<file path="src/rtl/expr_seq_if.sv">
// expr_seq_if: token, ALU and result signals between the expression sequencer and its neighbours
interface expr_seq_if #(parameter int WIDTH = 32);
    logic             token_valid;
    logic             token_ready;
    logic             token_is_number;
    logic [WIDTH-1:0] token_value;
    logic [3:0]       token_op;
    logic             alu_start;
    logic [3:0]       alu_op;
    logic [WIDTH-1:0] alu_a;
    logic [WIDTH-1:0] alu_b;
    logic             alu_done;
    logic [WIDTH-1:0] alu_result;
    logic             alu_div_zero;
    logic             result_valid;
    logic [WIDTH-1:0] result;
    logic             error;
    logic [1:0]       error_code;
    modport master (
        output token_valid, token_is_number, token_value, token_op, alu_done, alu_result, alu_div_zero,
        input  token_ready, alu_start, alu_op, alu_a, alu_b, result_valid, result, error, error_code
    );
    modport slave (
        input  token_valid, token_is_number, token_value, token_op, alu_done, alu_result, alu_div_zero,
        output token_ready, alu_start, alu_op, alu_a, alu_b, result_valid, result, error, error_code
    );
endinterface

</file>
<file path="src/rtl/expr_sequencer.sv">
// expr_sequencer: shunting-yard infix sequencer issuing one ALU operation at a time
module expr_sequencer #(
    parameter int WIDTH    = 32,
    parameter int DEPTH    = 8,
    parameter int OP_DEPTH = 8
) (
    input logic       clock,
    input logic       reset,
    expr_seq_if.slave bus
);
    localparam int SW = $clog2(DEPTH + 1);
    localparam int PW = $clog2(OP_DEPTH + 1);
    localparam int AW = $clog2(DEPTH);
    localparam int QW = $clog2(OP_DEPTH);
    localparam logic [2:0] ACCEPT = 3'd0, CHECK = 3'd1, ISSUE = 3'd2, WAIT = 3'd3, DONE = 3'd4, ERR = 3'd5;
    localparam logic [3:0] OP_ADD = 4'd1, OP_SUB = 4'd2, OP_MUL = 4'd3, OP_DIV = 4'd4;
    localparam logic [3:0] OP_LP = 4'd5, OP_RP = 4'd6, OP_EQ = 4'd14;
    logic [2:0]       state_q, state_d;
    logic [SW-1:0]    osp_q, osp_d;
    logic [PW-1:0]    psp_q, psp_d;
    logic [WIDTH-1:0] opnd_q [DEPTH];
    logic [WIDTH-1:0] opnd_d [DEPTH];
    logic [3:0]       ops_q [OP_DEPTH];
    logic [3:0]       ops_d [OP_DEPTH];
    logic             expect_q, expect_d;
    logic [3:0]       pend_q, pend_d;
    logic [1:0]       err_q, err_d;
    logic [WIDTH-1:0] result_q, result_d;
    logic [AW-1:0]    ia, ib;
    logic [QW-1:0]    it;
    logic [3:0]       top_op;
    logic             top_arith, take, busy, tok_op, tok_close;
    function automatic logic [1:0] prec(input logic [3:0] op);
        return (op == OP_ADD || op == OP_SUB) ? 2'd1 : (op == OP_MUL || op == OP_DIV) ? 2'd2 : 2'd0;
    endfunction
    assign ia        = AW'(osp_q - SW'(1));
    assign ib        = AW'(osp_q - SW'(2));
    assign it        = QW'(psp_q - PW'(1));
    assign top_op    = ops_q[it];
    assign top_arith = psp_q != '0 && prec(top_op) != 2'd0;
    assign take      = bus.token_valid && bus.token_ready;
    assign busy      = state_q == ISSUE || state_q == WAIT;
    assign tok_op    = !bus.token_is_number;
    assign tok_close = prec(bus.token_op) != 2'd0 || bus.token_op == OP_RP || bus.token_op == OP_EQ;
    assign bus.token_ready  = state_q == ACCEPT || state_q == ERR;
    assign bus.alu_start    = state_q == ISSUE;
    assign bus.alu_op       = busy ? top_op : '0;
    assign bus.alu_a        = busy ? opnd_q[ib] : '0;
    assign bus.alu_b        = busy ? opnd_q[ia] : '0;
    assign bus.result_valid = state_q == DONE;
    assign bus.result       = result_q;
    assign bus.error        = state_q == ERR;
    assign bus.error_code   = err_q;
    always_comb begin
        state_d  = state_q;
        osp_d    = osp_q;
        psp_d    = psp_q;
        opnd_d   = opnd_q;
        ops_d    = ops_q;
        expect_d = expect_q;
        pend_d   = pend_q;
        err_d    = err_q;
        result_d = result_q;
        case (state_q)
            ACCEPT: if (take) begin
                if (bus.token_is_number && expect_q) begin
                    if (osp_q == SW'(DEPTH)) begin state_d = ERR; err_d = 2'd2; end
                    else begin opnd_d[AW'(osp_q)] = bus.token_value; osp_d = osp_q + SW'(1); expect_d = 1'b0; end
                end else if (tok_op && bus.token_op == OP_LP && expect_q) begin
                    if (psp_q == PW'(OP_DEPTH)) begin state_d = ERR; err_d = 2'd2; end
                    else begin ops_d[QW'(psp_q)] = OP_LP; psp_d = psp_q + PW'(1); end
                end else if (tok_op && !expect_q && tok_close) begin
                    pend_d  = bus.token_op;
                    state_d = CHECK;
                end else begin
                    state_d = ERR;
                    err_d   = 2'd1;
                end
            end
            // RPAREN/EQUAL have precedence 0, so any arithmetic top reduces for them
            CHECK: if (top_arith && prec(top_op) >= prec(pend_q)) state_d = ISSUE;
            else if (pend_q == OP_RP) begin
                if (psp_q == '0) begin state_d = ERR; err_d = 2'd1; end
                else begin psp_d = psp_q - PW'(1); state_d = ACCEPT; end
            end else if (pend_q == OP_EQ) begin
                if (psp_q != '0) begin state_d = ERR; err_d = 2'd1; end
                else begin result_d = opnd_q[0]; state_d = DONE; end
            end else if (psp_q == PW'(OP_DEPTH)) begin
                state_d = ERR;
                err_d   = 2'd2;
            end else begin
                ops_d[QW'(psp_q)] = pend_q;
                psp_d    = psp_q + PW'(1);
                expect_d = 1'b1;
                state_d  = ACCEPT;
            end
            ISSUE: state_d = WAIT;
            WAIT: if (bus.alu_done) begin
                if (bus.alu_div_zero) begin state_d = ERR; err_d = 2'd3; end
                else begin
                    opnd_d[ib] = bus.alu_result;
                    osp_d      = osp_q - SW'(1);
                    psp_d      = psp_q - PW'(1);
                    state_d    = CHECK;
                end
            end
            DONE: begin
                osp_d    = '0;
                psp_d    = '0;
                expect_d = 1'b1;
                state_d  = ACCEPT;
            end
            ERR: if (take && tok_op && bus.token_op == OP_EQ) begin
                osp_d    = '0;
                psp_d    = '0;
                expect_d = 1'b1;
                err_d    = 2'd0;
                state_d  = ACCEPT;
            end
            default: state_d = ACCEPT;
        endcase
    end
    always_ff @(posedge clock) begin
        if (!reset) begin
            state_q  <= ACCEPT;
            osp_q    <= '0;
            psp_q    <= '0;
            expect_q <= 1'b1;
            pend_q   <= '0;
            err_q    <= '0;
            result_q <= '0;
        end else begin
            state_q  <= state_d;
            osp_q    <= osp_d;
            psp_q    <= psp_d;
            expect_q <= expect_d;
            pend_q   <= pend_d;
            err_q    <= err_d;
            result_q <= result_d;
        end
    end
    always_ff @(posedge clock) begin
        opnd_q <= opnd_d;
        ops_q  <= ops_d;
    end
endmodule

</file>
<file path="src/flat_wrapper.sv">
// flat-port wrapper written by rule: the top's interface ports become plain ports
module expr_sequencer_flat 
#(
    parameter int WIDTH    = 32,
    parameter int DEPTH    = 8,
    parameter int OP_DEPTH = 8
)
  (clock, reset, bus_token_valid, bus_token_is_number, bus_token_value, bus_token_op, bus_alu_done, bus_alu_result, bus_alu_div_zero, bus_token_ready, bus_alu_start, bus_alu_op, bus_alu_a, bus_alu_b, bus_result_valid, bus_result, bus_error, bus_error_code);
  expr_seq_if #(.WIDTH(WIDTH)) bus_i ();
  input logic clock;
  input logic reset;
  input wire logic [$bits(bus_i.token_valid)-1:0] bus_token_valid;
  input wire logic [$bits(bus_i.token_is_number)-1:0] bus_token_is_number;
  input wire logic [$bits(bus_i.token_value)-1:0] bus_token_value;
  input wire logic [$bits(bus_i.token_op)-1:0] bus_token_op;
  input wire logic [$bits(bus_i.alu_done)-1:0] bus_alu_done;
  input wire logic [$bits(bus_i.alu_result)-1:0] bus_alu_result;
  input wire logic [$bits(bus_i.alu_div_zero)-1:0] bus_alu_div_zero;
  output wire logic [$bits(bus_i.token_ready)-1:0] bus_token_ready;
  output wire logic [$bits(bus_i.alu_start)-1:0] bus_alu_start;
  output wire logic [$bits(bus_i.alu_op)-1:0] bus_alu_op;
  output wire logic [$bits(bus_i.alu_a)-1:0] bus_alu_a;
  output wire logic [$bits(bus_i.alu_b)-1:0] bus_alu_b;
  output wire logic [$bits(bus_i.result_valid)-1:0] bus_result_valid;
  output wire logic [$bits(bus_i.result)-1:0] bus_result;
  output wire logic [$bits(bus_i.error)-1:0] bus_error;
  output wire logic [$bits(bus_i.error_code)-1:0] bus_error_code;
  assign bus_i.token_valid = bus_token_valid;
  assign bus_i.token_is_number = bus_token_is_number;
  assign bus_i.token_value = bus_token_value;
  assign bus_i.token_op = bus_token_op;
  assign bus_i.alu_done = bus_alu_done;
  assign bus_i.alu_result = bus_alu_result;
  assign bus_i.alu_div_zero = bus_alu_div_zero;
  assign bus_token_ready = bus_i.token_ready;
  assign bus_alu_start = bus_i.alu_start;
  assign bus_alu_op = bus_i.alu_op;
  assign bus_alu_a = bus_i.alu_a;
  assign bus_alu_b = bus_i.alu_b;
  assign bus_result_valid = bus_i.result_valid;
  assign bus_result = bus_i.result;
  assign bus_error = bus_i.error;
  assign bus_error_code = bus_i.error_code;
  expr_sequencer #(.WIDTH(WIDTH), .DEPTH(DEPTH), .OP_DEPTH(OP_DEPTH)) u_core (.clock(clock), .reset(reset), .bus(bus_i));
endmodule
</file>
<file path="config.mk">
export PLATFORM = sky130hd
export DESIGN_NAME = expr_sequencer_flat
export DESIGN_NICKNAME = d
export VERILOG_FILES = /design/src/rtl/expr_seq_if.sv /design/src/rtl/expr_sequencer.sv /design/src/flat_wrapper.sv
export SDC_FILE = /design/constraint.sdc
export NUM_CORES = 1
export LEC_CHECK = 0
export CAP_MARGIN = 20
export CORE_MARGIN = 4
export CORE_UTILIZATION = 40
export DETAILED_ROUTE_END_ITERATION = 7
export PLACE_DENSITY = 0.64
export SLEW_MARGIN = 25
export SYNTH_ARGS = -nofsm -noshare
export SYNTH_HDL_FRONTEND = slang
export SYNTH_SLANG_ARGS = --single-unit
</file>
<file path="constraint.sdc">
create_clock -name clock -period 7.23 [get_ports clock]
set_clock_uncertainty 0.1 [all_clocks]
set_input_delay 0.723 -clock clock [delete_from_list [all_inputs] [get_ports clock]]
set_output_delay 0.723 -clock clock [all_outputs]
set_load 0.02 [all_outputs]
</file>
### After elaboration in Yosys (flattened, before gate mapping)

Index checks and enable logic that the tools add are counted.

| word-level totals | value |
|---|---|
| flip-flop bits (word level) | 338 |
| output and inout port bits | 106 |

| cells by class | value |
|---|---|
| $add $sub $neg | 5 |
| $lt $le $gt $ge | 9 |
| equality and inequality tests | 45 |
| muxes and demuxes | 100 |
| bitwise operators | 13 |
| reductions and logical operators | 45 |

Operators with widths:

| operator | number |
|---|---|
| $mux W256 | 5 |
| $bwmux W256 | 2 |
| $mux W32 | 16 |
| $pmux W256 S2 | 1 |
| $bmux W32 S3 | 2 |
| $demux W32 S3 | 2 |
| $mux W4 | 20 |
| $pmux W32 S2 | 1 |
| $mux W3 | 14 |
| $mux W2 | 20 |
| $bwmux W32 | 1 |
| $eq A4 B2 Y1 const B | 6 |
| $eq A4 B3 Y1 const B | 6 |
| $ne A2 B2 Y1 const B | 12 |
| $ge A4 B4 Y1 const B | 5 |
| $not A3 Y4 | 5 |
| $pmux W4 S5 | 1 |
| $reduce_and A10 Y1 | 2 |
| $reduce_and A9 Y1 | 2 |
| $and A16 B16 Y16 | 1 |
| $eq A4 B4 Y1 const B | 4 |
| $not A16 Y16 | 1 |
| $or A16 B16 Y16 | 1 |
| $pmux W4 S4 | 1 |
| 32 further kinds | 86 |

### Depth between registers and ports, before layout

Gate-level depths: netlist of the first run.

| logic depth | value |
|---|---|
| depth after elaboration | 14 |
| mapped depth | 19 |
| gate-level depth less buffers | 14 |

### Least setup slack after synthesis of the first run

Ideal clock, no wire load.

| timing | value |
|---|---|
| kind | reg-to-reg |
| from | register u_core.psp_q[1] |
| to | register u_core.ops_q[28] in the netlist's numbering, enable pin |
| setup time | 0.330 ns |
| arrival | 3.711 ns |
| required time | 6.800 ns |
| path slack | 3.089 ns |
| cell stages (with the launch flop) | 17 |
| clock period less this slack | 4.141 ns |
| cell sequence | dfxtp_1 > clkbuf_1 > inv_1 > ha_1 > buf_4 > mux2_1 > mux4_2 > xnor2_1 > nand3_1 > ha_1 > nand2b_1 > a21oi_1 > nor4_1 > mux2i_1 > buf_2 > a21oi_1 > nor2_1 |

| on the way | value |
|---|---|
| longest elaborated chain between the ends | 14 |

Ends and longest elaborated chain:

| item | line | text |
|---|---|---|
| start, declared | expr_sequencer.sv:20 | `logic [PW-1:0] psp_q, psp_d;` |
| start signal, assigned | expr_sequencer.sv:135 | `psp_q <= psp_d;` |
| parallel branches: the longest is 13 deep, another holds $sub A4 B1 Y4 | n/a |  |
| $reduce_and A9 Y1 (no source line) (*) | n/a |  |
| end signal, assigned | expr_sequencer.sv:144 | `ops_q <= ops_d;` |
| end, declared | expr_sequencer.sv:23 | `logic [3:0] ops_q [OP_DEPTH];` |

Mark *: on every way between the ends. The select of a mux whose other input is x is not followed.
A chain may end at the register's enable or synchronous reset.

### Worst setup path after layout of the first run

| timing | value |
|---|---|
| from | register u_core.psp_q[0] |
| to | register u_core.ops_q[18] in the netlist's numbering, enable pin |

The elaborated chain is that of the path after synthesis.

==> run_results.csv, run 1 <==
group,metric,value,unit
run_status,outcome,"completed",
worst_setup_path,critical_path_arrival,5.82,ns
clocking,h-tree-depth,2,
timing,period_share,0.786,
routing,top_layer_used,"met5",
logic_synthesis,synth.area.mux_share,0.183,
min_path,holdPathStages,2,
worst_setup_path,worstRegToRegCells,13,
timing,finalSetupViolations,0,
place,portBuffers,179,
pwr,comb_power_share,0.296,
logic_synthesis,ys_warn_count,0,
routing,route.met2.wl,30100,µm
floorplanning,rows,80,
worst_setup_path,cp.required,7.36,ns
logic_synthesis,synth_seq_cells,338,
clocking,clk_path_buf_depth,3,
floorplanning,die_area,0.0518,mm²
clocking,clkTransAtPathRegs,0.06,ns
routing,totalWireLength,62800,µm
timing,finalCriticalPeriod,5.68,ns
floorplanning,start_util,0.404,
worst_setup_path,startpoint_type,"flop",
global_routing,grt_max_degree,71,
place,place.gp.congestion,0.893,
global_routing,grt_use_total,0.235,
finish,area_growth,17.6,%
pwr,switchingPower,1960,µW
clocking,cts_resized,0,
timing,max_freq,0.176,GHz
worst_setup_path,path_class,"reg2reg",
pwr,p_seq_frac,0.374,
pwr,power_density,271,mW/mm²
routing,num_vias,14500,
worst_setup_path,critPathMaxFanout,20,
routing,wl_met3,6390,µm
logic_synthesis,yosys.area.top_type_share,0.448,
clocking,cts_made_buffers,40,
place,hpwl,37300,µm
pwr,clkPwrFrac,0.330,
global_routing,first_global_vias,14600,
routing,via_per_inst,6.41,
logic_synthesis,synth_top_family_by_area,"multiplexers",
global_routing,grt-ovfl-total,0,
floorplanning,fp.dieH,228,µm
finish,drive_gt1_frac,0.162,
global_routing,grt_pass1_wl,91700,µm
timing,setup_tns,0,ns
clocking,clock_latency,0.59,ns
pwr,ir_drop,0.190,mV
place,postPlaceCellArea,0.0213,mm²
logic_synthesis,synth_edf_count,288,
logic_synthesis,synth_compound_area_frac,0.171,
logic_synthesis,synthCells,1581,
logic_synthesis,yosysSeqAreaShare,0.500,
logic_synthesis,synth_area,0.0193,mm²
logic_synthesis,netlist-cell-type-count,65,
floorplanning,ios,180,
logic_synthesis,synth_area_leaders,"edfxtp_1 45%, mux4_2 15%, a22o_1 12%",
logic_synthesis,syn_avg_cell_area,12.2,µm²
clocking,clockRootBuffer,"clkbuf_16",
min_path,hold_path_class,"reg2reg",
min_path,hp-start,"u_core.bus.result[17]",
timing,finalMaxSlewViolations,0,
timing,grt_setup_unrepaired,"no",
worst_setup_path,reg2reg_from,"u_core.psp_q[0]",
pwr,swShare,0.318,
finish,final_area,0.0227,mm²
timing,finalHoldViolCount,0,
clocking,cts_setup_buffers,0,
routing,drt_iter0_drc,1769,
logic_synthesis,async_reset_ff_frac,0,
timing,slew_headroom,0.255,
finish,n_fill_cell,4146,
timing,worst_slew_pin_slew,1.12,ns
logic_synthesis,yosys.area_share.simple,0.0892,
worst_setup_path,reg2reg_to,"u_core.ops_q[18]",
finish,final_util,0.475,
floorplanning,fp.dieW,228,µm
pwr,leakagePower,0.00738,µW
clocking,clock-sinks,338,
floorplanning,coreArea,0.0477,mm²
min_path,min_to,"u_core.bus.result[17]",
logic_synthesis,synth_fa_ha_area_frac,0.00714,
worst_setup_path,cp-end-kind,"flop",
clocking,holdBufCountCts,0,
routing,wl_per_cell,27.8,µm
routing,ant_nets,0,
flow_run,cap_violations,0,
clocking,cts_tree,"yes",
routing,drcViolationCount,0,
finish,layout.nets,1695,
logic_synthesis,ys.flop_type,"edfxtp_1",
logic_synthesis,synth_top_area_cell,"edfxtp_1",
routing,wl_met1,24700,µm
logic_synthesis,synth_xor_area_frac,0.00324,
logic_synthesis,synth_nets,1666,
global_routing,antenna_found_initial,9,
worst_setup_path,rrSetupSlack,1.55,ns
routing,firstDrtPassIters,5,
pwr,intPower,4200,µW
[logic make-up after synthesis]
kind of cell / Yosys count
buffers and inverters: 224
DFF: 338
adders and majority gates: 11
xor gates and xnor gates: 5
muxes: 187
AOI/OAI and AO/OA: 432
and+or+nand+nor: 384
[flip-flops by register name (all words and copies together) (netlist names)]
register	count
u_core.bus.error_code	2
u_core.bus.result	32
u_core.expect_q	1
u_core.opnd_q	256
u_core.ops_q	32
u_core.osp_q	4
u_core.pend_q	4
u_core.psp_q	4
u_core.state_q	3
[power by group through the flow]
| stage | combinational [µW] | sequential [µW] | clock [µW] |
|---|---|---|---|
| final | 1820 | 2300 | 2030 |
| after global routing | 1950 | 2310 | 2130 |
| after CTS | 1810 | 2300 | 2050 |
| after detailed placement | 1800 | 2340 | 0 |
| after global placement | 1770 | 2340 | 0 |
| after floorplan | 1370 | 2290 | 0 |
[cells in the mapped netlist, types with 11 or more instances]
master      n
ha_1       11
nand2_1   154
mux2i_1    46
a22o_1    264
edfxtp_1  288
a21oi_1   104
nor2_1    124
dfxtp_1    50
buf_1      84
mux4_2    132
nand3_1    21
o21ai_0    23
and3_1     16
clkbuf_1  118
nor3_1     15
[metal layers]
| metal | vias up | global-route usage |
|---|---|---|
| met5 | - | 0 |
| met4 | 8 | 0.0820 |
| met3 | 127 | 0.0588 |
| met2 | 853 | 0.381 |
| met1 | 7284 | 0.310 |
| li1 | 6230 | - |
[area by class of cell]
class	instances	area, µm²	area share
diodes	5	12.5	0.000552
multi-input cells	1019	8920	0.394
inverters	11	41.3	0.00182
clock buffers	50	1080	0.0476
well taps	615	769	0.0339
flip-flops and latches	338	9660	0.426
clock inverters	24	233	0.0103
repair buffers	200	1960	0.0863
[layout by cell type, fill, tap and decap left out, types with 6 or more instances in the layout]
cell type        Yosys  routed
clkinv_2             0       9
mux2_2               6       6
clkbuf_16            0      41
nor2_4               0      10
nand3b_1             6       6
o21ai_0             23      23
dfxtp_1             50      48
a21oi_1            104     104
a22o_1             264     264
buf_4                1      19
nor3_1              15      15
and3_2               0      10
clkbuf_1           118       7
nand2_1            154     152
mux4_2             132     132
ha_1                11       9
clkdlybuf4s50_1      0     179
nand3_1             21      21
and3_1              16       6
clkinv_1             1       7
inv_1                9       9
mux2i_1             46      45
edfxtp_1           288     288
nor2_1             124     114
[critical path, stage by stage, from the launching register on]
cell and delay [ns]:
dfxtp_1 0.74, inv_2 0.24, ha_1 0.83, mux2_2 0.42, mux4_2 0.54, xnor2_1 0.17, nand3_1 0.10, ha_1 0.27
nand2b_1 0.14, a21oi_1 0.31, nor4_1 0.14, mux2i_2 0.88, a21oi_1 0.15, nor2_1 0.32
[how the worst max path moves through the flow]
stage / slack, ns / cells after the start / endpoint / from
6_report: 1.55 / 13 / u_core.ops_q[18] / u_core.psp_q[0]
5_1_grt: 1.30 / 13 / u_core.ops_q[24] / u_core.psp_q[0]
4_1_cts: 1.67 / 13 / u_core.ops_q[12] / u_core.psp_q[0]
3_5_place_dp: 1.71 / 13 / u_core.ops_q[13] / u_core.psp_q[0]
3_3_place_gp: 1.89 / 13 / u_core.ops_q[13] / u_core.psp_q[0]
2_1_floorplan: 3.09 / 16 / u_core.ops_q[28] / u_core.psp_q[1]
[stage by stage]
stage	total power, µW	hold WS, ns	cells	setup slack [ns]
after CTS	6160	0.355	2257	1.67
after detailed placement	4140	0.347	2183	1.71
after global placement	4110	0.345	2183	1.89
final	6150	0.353	2262	1.55
after global routing	6390	0.369	2261	1.30
after floorplan	3670	0.367	1581	3.09
Power figures use the tool's default switching activity.
==> inputs of run 2 (changes only) <==
--- a/config.mk
+++ b/config.mk
@@ -9,7 +9,7 @@
 export CORE_MARGIN = 4
 export CORE_UTILIZATION = 40
 export DETAILED_ROUTE_END_ITERATION = 7
-export PLACE_DENSITY = 0.64
+export PLACE_DENSITY = 0.66
 export SLEW_MARGIN = 25
 export SYNTH_ARGS = -nofsm -noshare
 export SYNTH_HDL_FRONTEND = slang
==> constraint.sdc (replaced) <==
create_clock -name clock -period 5.2 [get_ports clock]
set_clock_uncertainty 0.1 [all_clocks]
set_input_delay 0.52 -clock clock [delete_from_list [all_inputs] [get_ports clock]]
set_output_delay 0.52 -clock clock [all_outputs]
set_load 0.02 [all_outputs]
==> run 2 against run 1 <==
Non-clock buffer count grew 22. Critical path depth grew 1. Global-route usage is 0.43 points higher. Register-to-register slack got worse by 1.1 ns. Critical path type unchanged. Clock power rose by 36%. Critical endpoint is now u_core.ops_q[21]. Sequential power up 38%.
==> run_results.csv, run 2 (synthesized netlist as in run 1, its figures left out) <==
group,metric,value,unit
min_path,hold_path_class,"reg2reg",
worst_setup_path,cp.required,5.31,ns
worst_setup_path,worstPathCellList,"inv_1 -> ha_2 -> mux2_2 -> mux4_2 -> xnor2_1 -> nand3_1 -> ha_1 -> nand2b_1 -> a21oi_1 -> nor4_1 -> mux2i_1 -> buf_4 -> a21oi_1 -> nor2_1",
clocking,cts_made_buffers,41,
pwr,ir_drop,0.232,mV
floorplanning,fp.dieW,228,µm
global_routing,grt_max_degree,140,
timing,max_freq,0.212,GHz
finish,multiInputGateArea,0.00888,mm²
timing,worst_slew_pin_slew,1.06,ns
worst_setup_path,max_stage_delay,0.62,ns
global_routing,grt_pass1_wl,93800,µm
timing,finalCriticalPeriod,4.73,ns
flow_run,cap_violations,0,
clocking,cts_tree,"yes",
run_status,outcome,"completed",
worst_setup_path,startpoint_type,"flop",
timing,timing.hold.ws,0.356,ns
place,portBuffers,179,
floorplanning,fp.dieH,228,µm
routing,totalWireLength,63100,µm
routing,drt_iter0_drc,1628,
worst_setup_path,reg2reg_from,"u_core.psp_q[1]",
timing,finalSetupViolations,0,
floorplanning,rows,80,
timing,slew_headroom,0.289,
clocking,h-tree-depth,2,
pwr,power_density,374,mW/mm²
worst_setup_path,critPathMaxFanout,20,
clocking,clockRootBuffer,"clkbuf_16",
timing,finalMaxSlewViolations,0,
worst_setup_path,worstRegToRegCells,14,
worst_setup_path,cp_num_buf_inv,2,
finish,regArea,0.00965,mm²
finish,largest_reg_flops,256,
routing,ant_nets,0,
clocking,clk_path_buf_depth,3,
routing,num_vias,14800,
worst_setup_path,crit_top_cell,"a21oi_1",
clocking,cts_resized,0,
min_path,min_to,"u_core.bus.result[20]",
finish,top_register,"u_core.opnd_q",
finish,layout_commonest_cell,"edfxtp_1",
timing,finalHoldViolCount,0,
worst_setup_path,path_delay_family,"multiplexers",
floorplanning,start_util,0.404,
finish,area_growth,18.6,%
timing,grt_setup_unrepaired,"no",
clocking,clkTransAtPathRegs,0.06,ns
routing,via_per_inst,6.47,
worst_setup_path,reg2reg_to,"u_core.ops_q[21]",
pwr,leakagePower,0.00749,µW
worst_setup_path,path_class,"reg2reg",
finish,layout.nets,1718,
clocking,clock-sinks,338,
place,hpwl,38200,µm
finish,n_fill_cell,4161,
min_path,hp-start,"u_core.bus.result[20]",
clocking,holdBufCountCts,0,
routing,wl_per_cell,27.6,µm
floorplanning,die_area,0.0518,mm²
global_routing,grt-ovfl-total,0,
worst_setup_path,critPathLaunch,"u_core.psp_q[1]",
min_path,holdPathStages,2,
floorplanning,ios,180,
worst_setup_path,critical_path_arrival,4.84,ns
timing,setup_tns,0,ns
finish,mostFrequentLayoutCells,"288 x edfxtp_1, 264 x a22o_1, 179 x clkdlybuf4s50_1",
place,place.gp.congestion,0.887,
routing,drcViolationCount,0,
global_routing,first_global_vias,14900,
floorplanning,coreArea,0.0477,mm²
worst_setup_path,slowest_stage,"ha_2",
clocking,cts_setup_buffers,0,
timing,period_share,0.909,
routing,firstDrtPassIters,5,
global_routing,antenna_found_initial,8,
finish,drive_gt1_frac,0.161,
global_routing,grt_use_total,0.239,
worst_setup_path,rrSetupSlack,0.47,ns
clocking,clock_latency,0.58,ns
worst_setup_path,cp-end-kind,"flop",
-- run 2: where the power goes --
part / internal (µW) / leakage, µW / switching (µW)
sequential: 3080 / 0.00304 / 92.2
combinational: 1160 / 0.00383 / 1450
clock: 1610 / 0.000626 / 1160
total: 5860 / 0.00749 / 2700
-- run 2: how the worst max path moves through the flow --
stage / slack, ns / cells after the start / end
floorplan: 1.06 / 16 / u_core.ops_q[28]
finish: 0.47 / 14 / u_core.ops_q[21]
detailed placement: 0.43 / 14 / u_core.ops_q[21]
global placement: 0.70 / 14 / u_core.ops_q[24]
CTS: 0.39 / 14 / u_core.ops_q[28]
global route: 0.11 / 14 / u_core.ops_q[28]
-- run 2: area by class of cell --
| class | instances | area share |
|---|---|---|
| Antenna cell | 4 | 0.000438 |
| Tap cell | 615 | 0.0337 |
| Sequential cell | 338 | 0.422 |
| Clock buffer | 62 | 0.0509 |
| Inverter | 11 | 0.00181 |
| Multi-Input combinational cell | 1019 | 0.388 |
| Clock inverter | 14 | 0.00640 |
| Timing Repair Buffer | 222 | 0.0961 |
-- run 2: per-layer routing --
metal  share of wire  wire length [µm]  track usage
met5         0.00059                37            0
met4           0.027              1720       0.0730
met3            0.11              6720       0.0567
met2            0.47             29600        0.380
met1            0.40             25000        0.329
-- run 2: worst min-delay path, cell delays in order (launching register included) --
cell     delay [ns]
dfxtp_1        0.31
nand2_1        0.05
a21oi_1        0.05
-- run 2: metrics by stage --
| stage | power [µW] | setup slack, ns | instance area (µm²) | util | instances |
|---|---|---|---|---|---|
| floorplan | 5100 | 1.06 | 19300 | - | 1581 |
| global placement | 5760 | 0.695 | 21500 | 0.451 | 2204 |
| detailed placement | 5800 | 0.433 | 21500 | 0.451 | 2204 |
| CTS | 8580 | 0.391 | 22800 | 0.478 | 2280 |
| global route | 8910 | 0.115 | 22900 | 0.479 | 2282 |
| finish | 8550 | 0.475 | 22900 | 0.479 | 2285 |
==> inputs of run 3 (changes only) <==
--- a/config.mk
+++ b/config.mk
@@ -9,7 +9,7 @@
 export CORE_MARGIN = 4
 export CORE_UTILIZATION = 40
 export DETAILED_ROUTE_END_ITERATION = 7
-export PLACE_DENSITY = 0.66
+export PLACE_DENSITY = 0.64
 export SLEW_MARGIN = 25
 export SYNTH_ARGS = -nofsm -noshare
 export SYNTH_HDL_FRONTEND = slang
==> constraint.sdc (replaced) <==
create_clock -name clock -period 5.6 [get_ports clock]
set_clock_uncertainty 0.1 [all_clocks]
set_input_delay 0.56 -clock clock [delete_from_list [all_inputs] [get_ports clock]]
set_output_delay 0.56 -clock clock [all_outputs]
set_load 0.02 [all_outputs]
==> run 3 against run 2 <==
Global-route usage fell by 0.21 points. Clock power fell by 7.6%. Largest power group unchanged. Critical path type is now reg2out. Die area did not move. Routed wire length fell by 0.14%. First-iteration DRC count rose by 8.9%. Hold slack got worse by 0.0032 ns. Combinational power fell by 9.2%. Clock-buffer cell count fell by 9. Worst setup slack improved by 0.34 ns. Final area fell by 0.39%. Sequential power fell by 6.3%. Sequential share of layout area rose by 0.18 points.
==> run_results.csv, run 3 (synthesized netlist as in run 1, its figures left out) <==
group,metric,value,unit
pwr,comb_power_share,0.300,
global_routing,grt_max_degree,71,
routing,firstDrtPassIters,5,
timing,slew_headroom,0.299,
global_routing,antenna_found_initial,8,
clocking,clockRootBuffer,"clkbuf_16",
floorplanning,start_util,0.404,
pwr,power_density,347,mW/mm²
finish,top_register,"u_core.opnd_q",
finish,largest_reg_flops,256,
timing,setup_ws,0.817,ns
min_path,hold_path_class,"reg2reg",
place,place.gp.congestion,0.899,
routing,ant_nets,0,
worst_setup_path,critPathLaunch,"u_core.osp_q[0]",
global_routing,grt_use_total,0.237,
pwr,leakagePower,0.00747,µW
timing,worst_slew_pin_slew,1.05,ns
place,portBuffers,179,
timing,finalHoldViolCount,0,
routing,via_per_inst,6.48,
pwr,p_seq_frac,0.377,
floorplanning,rows,80,
finish,n_fill_cell,4188,
worst_setup_path,slowest_stage,"ha_4",
worst_setup_path,worstPathCellList,"inv_1 -> ha_4 -> buf_4 -> mux4_2 -> nand2_1 -> a21oi_1 -> clkdlybuf4s50_1",
routing,num_vias,14800,
timing,max_freq,0.209,GHz
global_routing,grt_pass1_wl,92600,µm
floorplanning,fp.dieH,228,µm
routing,drcViolationCount,0,
worst_setup_path,critical_path_arrival,4.12,ns
worst_setup_path,cp-end-kind,"output pin",
clocking,cts_setup_buffers,0,
place,dp_slack,0.892,ns
floorplanning,fp.dieW,228,µm
timing,finalCriticalPeriod,4.78,ns
finish,layout.nets,1716,
place,hpwl,38400,µm
worst_setup_path,worstRegToRegCells,14,
clocking,clk_path_buf_depth,3,
timing,grt_setup_unrepaired,"no",
finish,mostFrequentLayoutCells,"288 x edfxtp_1, 264 x a22o_1, 179 x clkdlybuf4s50_1",
run_status,outcome,"completed",
clocking,h-tree-depth,2,
pwr,switchingPower,2480,µW
worst_setup_path,startpoint_type,"flop",
timing,finalMaxSlewViolations,0,
pwr,swShare,0.314,
finish,layout_commonest_cell,"edfxtp_1",
routing,totalWireLength,63000,µm
routing,drt_iter0_drc,1773,
global_routing,first_global_vias,14900,
pwr,ir_drop,0.197,mV
worst_setup_path,max_stage_delay,0.76,ns
floorplanning,die_area,0.0518,mm²
routing,wl_per_cell,27.6,µm
clocking,clock-sinks,338,
floorplanning,ios,180,
min_path,holdPathStages,2,
clocking,cts_made_buffers,40,
pwr,intPower,5430,µW
min_path,hp-start,"u_core.bus.result[10]",
timing,period_share,0.854,
worst_setup_path,path_class,"reg2out",
clocking,clock_latency,0.56,ns
pwr,clkPwrFrac,0.324,
timing,finalSetupViolations,0,
clocking,clkTransAtPathRegs,0.06,ns
worst_setup_path,reg2reg_from,"u_core.psp_q[1]",
worst_setup_path,critPathMaxFanout,38,
timing,setup_tns,0,ns
finish,drive_gt1_frac,0.171,
clocking,cts_tree,"yes",
clocking,holdBufCountCts,0,
flow_run,cap_violations,0,
worst_setup_path,cp.required,4.94,ns
finish,area_growth,18.1,%
global_routing,grt-ovfl-total,0,
floorplanning,coreArea,0.0477,mm²
clocking,cts_resized,0,
[run 3: cell count changes in the layout (fill, tap and decap cells not counted), sizes merged]
cell	change
buf	-1
clkinv	+3
inv	+2
bufinv	+2
clkinvlp	-1
clkbuf	-9
[run 3: power by group through the flow]
stage / clock [µW] / combinational, µW / sequential, µW
5_1_grt: 2700 / 2540 / 2990
3_5_place_dp: 0 / 2350 / 3030
6_report: 2560 / 2370 / 2980
3_3_place_gp: 0 / 2320 / 3020
2_1_floorplan: 0 / 1770 / 2960
4_1_cts: 2600 / 2360 / 2980
[run 3: path summary, 6_finish.rpt]
path | slack [ns] | end
setup / recovery | 0.82 | bus_alu_b[16]
hold / removal | 0.35 | u_core.bus.result[10]
setup reg to reg | 0.82 | u_core.ops_q[26]
hold reg to reg | 0.35 | u_core.bus.result[10]
[run 3: metal layers]
| layer | vias to the layer above | GRT usage | wire length (µm) |
|---|---|---|---|
| met5 | - | 0 | 57 |
| met4 | 10 | 0.0810 | 1580 |
| met3 | 124 | 0.0512 | 6320 |
| met2 | 871 | 0.391 | 30900 |
| met1 | 7476 | 0.313 | 24200 |
| li1 | 6296 | - | - |
[run 3: final cells by class]
class	count	area (µm²)	area share
clock buffers	53	1080	0.0475
clock inverters	20	195	0.00857
diodes	4	10.0	0.000439
repair buffers	221	2110	0.0925
well taps	615	769	0.0338
multi-input cells	1019	8910	0.391
flip-flops and latches	338	9660	0.424
inverters	11	43.8	0.00192
[run 3: per-stage QoR]
stage                     utilization  cell area [µm²]  std cells  hold slack (ns)  power [µW]
after CTS                       0.477            22800       2277            0.354        7930
final                           0.477            22800       2281            0.352        7910
after global routing            0.477            22800       2279            0.375        8230
after floorplan                     -            19300       1581            0.367        4730
after global placement          0.450            21500       2204            0.346        5340
after detailed placement        0.450            21500       2204            0.346        5370
[run 3: worst max-delay path, delay by kind of cell (launching register included)]
family,cells,cell delay [ns]
and+or+nand+nor,1,0.08
AOI/OAI and AO/OA,1,0.11
DFF,1,0.74
muxes,1,0.54
adders and majority gates,1,0.76
buffers and inverters,3,1.32
